**src/rtl/ccg_resp_compactor.sv**
```systemverilog
// Response compactor: MISR signature, vector count and toggle mask per run.
// Optional golden-signature comparator: define CCG_RESP_GOLDEN_CMP_EN.
module ccg_resp_compactor #(
   parameter int OUT_W = 17,
   parameter int SIG_W = 32,
   parameter int CNT_W = 16,
   parameter logic [SIG_W-1:0] POLY = 'h04C11DB7
) (
   input  logic             clk,
   input  logic             rst_n,
   input  logic             start,
   input  logic [CNT_W-1:0] num_vectors,
   input  logic [SIG_W-1:0] seed,
   input  logic             in_valid,
   output logic             in_ready,
   input  logic [OUT_W-1:0] f,
   output logic             busy,
   output logic             done,
   output logic [SIG_W-1:0] signature,
   output logic [CNT_W-1:0] vec_count,
`ifdef CCG_RESP_GOLDEN_CMP_EN
   input  logic [SIG_W-1:0] golden_sig,
   output logic             pass,
   output logic             fail,
`endif
   output logic [OUT_W-1:0] toggle_mask
);

   typedef enum logic [1:0] {
      IDLE,
      RUN,
      DONE
   } state_t;

   state_t           state;
   logic [OUT_W-1:0] prev;
   logic             first;
   logic [CNT_W-1:0] num_lat;

   logic             acc;
   logic             last;
   logic [SIG_W-1:0] sig_next;
   logic [CNT_W-1:0] cnt_next;

   always_comb begin
      acc      = in_valid & in_ready;
      sig_next = (signature << 1)
               ^ (signature[SIG_W-1] ? POLY : '0)
               ^ SIG_W'(f);
      cnt_next = vec_count + 1'b1;
      last     = (cnt_next == num_lat);
   end

   always_ff @(posedge clk or negedge rst_n) begin
      if (!rst_n) begin
         state       <= IDLE;
         in_ready    <= 1'b0;
         busy        <= 1'b0;
         done        <= 1'b0;
         signature   <= '0;
         vec_count   <= '0;
         toggle_mask <= '0;
         prev        <= '0;
         first       <= 1'b1;
         num_lat     <= '0;
`ifdef CCG_RESP_GOLDEN_CMP_EN
         pass        <= 1'b0;
         fail        <= 1'b0;
`endif
      end else begin
         unique case (state)
            IDLE, DONE: begin
               if (start) begin
                  signature   <= seed;
                  vec_count   <= '0;
                  toggle_mask <= '0;
                  first       <= 1'b1;
                  num_lat     <= num_vectors;
`ifdef CCG_RESP_GOLDEN_CMP_EN
                  pass        <= 1'b0;
                  fail        <= 1'b0;
`endif
                  if (num_vectors == '0) begin
                     state <= DONE;
                     done  <= 1'b1;
`ifdef CCG_RESP_GOLDEN_CMP_EN
                     pass  <= (seed == golden_sig);
                     fail  <= (seed != golden_sig);
`endif
                  end else begin
                     state    <= RUN;
                     done     <= 1'b0;
                     in_ready <= 1'b1;
                     busy     <= 1'b1;
                  end
               end
            end
            RUN: begin
               if (acc) begin
                  signature <= sig_next;
                  vec_count <= cnt_next;
                  prev      <= f;
                  first     <= 1'b0;
                  if (!first)
                     toggle_mask <= toggle_mask | (f ^ prev);
                  if (last) begin
                     state    <= DONE;
                     in_ready <= 1'b0;
                     busy     <= 1'b0;
                     done     <= 1'b1;
`ifdef CCG_RESP_GOLDEN_CMP_EN
                     pass     <= (sig_next == golden_sig);
                     fail     <= (sig_next != golden_sig);
`endif
                  end
               end
            end
            default: state <= IDLE;
         endcase
      end
   end

endmodule
```
**config.mk**
```make
export PLATFORM = sky130hd
export DESIGN_NAME = ccg_resp_compactor
export DESIGN_NICKNAME = d
export VERILOG_FILES = /design/src/rtl/ccg_resp_compactor.sv
export SDC_FILE = /design/constraint.sdc
export NUM_CORES = 1
export LEC_CHECK = 0
export BUFFER_PORTS_ARGS = -buffer_cell sky130_fd_sc_hd__buf_2
export CAP_MARGIN = 20
export CORE_MARGIN = 3
export CORE_UTILIZATION = 55
export CTS_BUF_LIST = sky130_fd_sc_hd__clkbuf_4 sky130_fd_sc_hd__clkbuf_8
export CTS_CLUSTER_DIAMETER = 30
export DETAILED_ROUTE_END_ITERATION = 8
export GPL_ROUTABILITY_DRIVEN = 0
export GPL_TIMING_DRIVEN = 0
export PLACE_DENSITY = 0.83
export SKIP_LAST_GASP = 1
export SLEW_MARGIN = 40
export SYNTH_ARGS = -nofsm -noshare
export SYNTH_HDL_FRONTEND = slang
export SYNTH_SLANG_ARGS = --single-unit
```
**constraint.sdc**
```tcl
create_clock -name clk -period 2.6 [get_ports clk]
set_input_delay 0.13 -clock clk [delete_from_list [all_inputs] [get_ports clk]]
set_output_delay 0.13 -clock clk [all_outputs]
set_load 0.005 [all_outputs]
```
==> results by group <==
Synth
  • Post-Syn Area: 0.005308 sq mm
  • EDFF count, synth: 0
  • Post-synthesis sequential area ratio: 48.59%
  • Syn. warnings: 0
  • #FFs+latches synth: slightly above 100
  • Synth cell types: 59
  • Mapped Cells: approximately 580
  • Syn avg cell area: 9.199 sq um
  • Syn nets: 647
  • Primary FF master, synth: dfrtp_1
  • Fraction of registers with async set/reset: between 90% and 100%

Place
  • Setup WS pre-CTS: -0.3013 ns
  • Post-detail-place hpwl: roughly 11 mm
  • PortBufs: 136
  • Cells after DPL: between 800 and 900
  • Placed cell area: 0.006187 sq mm

Timing
  • Final-report max-slew violation count: 0
  • Final hold slack: -0.0007376 ns
  • Final cycle utilization of the critical path: 98.43%
  • Slew HR: 42.43%
  • Endpoints failing setup: 0
  • Final hold violation count: 1
  • Final Critical Period: ~2.6 ns
  • Worst Slack Setup Final: 0.04070 ns
  • Peak Freq: 0.3907 GHz
  • Worst-margin pin slew: ~0.86 ns
  • Setup Skew: 0.01610 ns

Route
  • Avg Vias per Cell: 5.764
  • Routed Antenna Nets: 0
  • DR iter-0 viols: 388
  • Drt total wl: 16.36 mm
  • Top sig layer: met4
  • Metal2 WL: 8.129 mm
  • Post-Route M1 WL: roughly 6.5 mm
  • DR WL met3: 1.255 mm
  • Wirelength per Cell: 18.18 um
  • First-pass detailed-route iteration total: 5
  • Vias: 5188
  • # DRC: 0

Min path
  • HP Start: f[3]
  • Hold path endpoint: prev[3]
  • Hold/Removal Path Class: in2reg
  • Hold Crit Depth: 3

GRT
  • First-pass GRT wire length: 26.39 mm
  • Initial antenna violation count: 0
  • Largest net degree at the start of global routing: 55
  • Remaining Overflow, GRT: 0
  • Vias in the first global route: around 5300
  • All-Layer GR Usage: between 30% and 40%

Floorplanning
  • Die area: around 0.011 sq mm
  • Num rows: 35
  • Die Ht: 104.2 um
  • Core Area: roughly 0.0093 sq mm
  • Die width: 104.2 um
  • Initial cell density of the core: 56.90%
  • IO Pins: roughly 140

Status
  • Status: finished with violations
  • Violated checks: hold timing

Setup path
  • CP Class: reg2reg
  • Setup crit start kind: flop
  • R2R setup slack: 0.04 ns
  • Arrival time at the worst endpoint: 2.82 ns
  • Worst setup EP type: flop
  • Buf/Inv on CP: 1
  • WP data required: 2.86 ns
  • CP delay by family, top: simple AND/OR/NAND/NOR gates
  • FF-to-FF End: state[0]
  • CP cell instances: ha_4 > nand4_1 > buf_2 > or4b_1 > o22a_1 > a211oi_2 > nand4_2 > o22a_1
  • Worst R2R Start: vec_count[1]
  • R2r worst-path depth: 8
  • CP Max Fanout: 10
  • Most common cell on crit path: o22a_1
  • Max stage delay on crit path: 0.52 ns
  • Slowest CP cell: or4b_1

Clocking
  • Clock sink count: 103
  • Htree depth: 3
  • CTS clock-pin slew for the worst setup and hold paths: 0.12 ns
  • CTS tree: done
  • CTS Root Cell: clkbuf_8
  • Worst skew pair latency: 0.38 ns
  • Clock Path Buffers: 2
  • Total CTS buffers: 9

Final layout
  • Final Non-Filler Cells: 900
  • Most frequent cells in the layout: buf_2 (142), nand2_1 (133), dfrtp_1 (100), o21ai_0 (47), dlygate4sd3_1 (39)
  • Post-route cell area: 0.006808 sq mm
  • Layout cells sized above 1: 24.16%
  • Layout area overhead: 28.26%
  • Commonest non-fill, non-tap cell in the layout: buf_2
  • Nets@finish: 835

Power
  • Peak VDD IR: 474.2 uV
  • Lkg Pwr: approximately 3.2 nW
  • Total power: approximately 6 mW
  • PwrDens: between 800 and 900 mW/mm^2

Run
  • Max Cap Viol: 0
## where the power goes
part	leakage (nW)	switching, mW	internal [mW]	total, mW
logic	1.89	1.24	1.11	2.35
registers	1.24	0.496	2.16	2.66
clock network	0.0980	0.622	0.371	0.993
total	3.22	2.35	3.65	6.00
## cell type report
cell class / instances / area [sq um]
diodes: 1 / 2.502
plain buffers: 42 / 185.2
clock buffers: 9 / 123.9
clock inverters: 7 / 62.56
fillers: 658 / 2520
inverters: 3 / 11.26
multi-input cells: 428 / 2556
flip-flops and latches: 103 / 2581
well taps: 129 / 161.4
repair buffers: 178 / 1124
## cells by family after synthesis
logic type	Yosys count	share of synthesized area, %
XOR/XNOR	64	10.56
flip-flops	103	48.59
adder cells (fa/ha/maj)	1	0.2357
multiplexers	10	1.910
AO/OA/AOI/OAI	124	14.92
buffers and inverters	46	3.701
AND/OR/NAND/NOR	229	20.08
## Yosys cell counts, drive strengths merged (2+ instances only)
cell type / n / area (sq um)
nand2: 133 / 499.2
dfrtp: 102 / 2552
o21ai: 49 / 245.2
nor2: 36 / 135.1
xnor2: 32 / 280.3
xor2: 32 / 280.3
clkbuf: 28 / 105.1
a21oi: 27 / 135.1
a22oi: 15 / 112.6
buf: 15 / 80.07
nand3: 12 / 60.06
mux2i: 9 / 90.09
nand4: 9 / 83.83
nor4: 9 / 77.57
a221o: 7 / 70.07
and2: 4 / 25.02
o31ai: 4 / 30.03
a2111oi: 3 / 45.05
a211oi: 3 / 22.52
inv: 3 / 11.26
nand2b: 3 / 18.77
nor2b: 3 / 18.77
nor3: 3 / 15.01
o22a: 3 / 26.28
or4: 3 / 26.27
a31oi: 2 / 12.51
and3: 2 / 12.51
and4: 2 / 17.52
nor3b: 2 / 15.01
o41ai: 2 / 17.52
or3: 2 / 12.51
## metal layers
metal / up-vias / global-route usage, %
met5: - / 0
met4: 0 / 11.78
met3: 49 / 7.263
met2: 266 / 52.18
met1: 2516 / 36.78
li1: 2357 / -
## what timing repair did
action                                  4_1_cts  5_1_grt
buffers inserted                              1        1
endpoints found under the hold margin        85        2
pin swaps                                     1        0
endpoints found under the setup margin       16       33
hold buffers                                 37        2
gates resized for setup                       5        8
## worst max path at each step
stage / startpoint / endpoint / slack, ns / depth (start not counted)
global route: vec_count[1] / state[0] / -0.003 / 8
floorplan: vec_count[0] / busy / 0.20 / 8
finish: vec_count[1] / state[0] / 0.04 / 8
detailed placement: vec_count[0] / state[0] / -0.30 / 8
global placement: vec_count[0] / state[0] / -0.21 / 8
CTS: vec_count[1] / state[0] / -0.005 / 8
## state kept, by name (all words and copies together), names as in the netlist
| signal | flops |
|---|---|
| state | 2 |
| toggle_mask | 17 |
| done | 1 |
| signature | 32 |
| prev | 17 |
| busy | 1 |
| num_lat | 16 |
| vec_count | 16 |
| first | 1 |
## through the flow
stage | util [%] | setup TNS, ns | hold slack [ns]
detailed placement | 66.33 | -1.030 | 0.06568
global placement | 65.93 | -0.6399 | 0.3459
finish | 72.98 | 0 | -0.0007376
global route | 72.96 | -0.002897 | 0.001415
floorplan | - | 0 | -0.1656
CTS | 72.46 | -0.004989 | 0.001205
## worst register-to-register path, cell delays in order (launching register included)
cell and delay, ns:
dfrtp_2 0.43, ha_4 0.18, nand4_1 0.17, buf_2 0.22
or4b_1 0.52, o22a_1 0.24, a211oi_2 0.27, nand4_2 0.19
o22a_1 0.24
(Power assumes the default switching activity.)
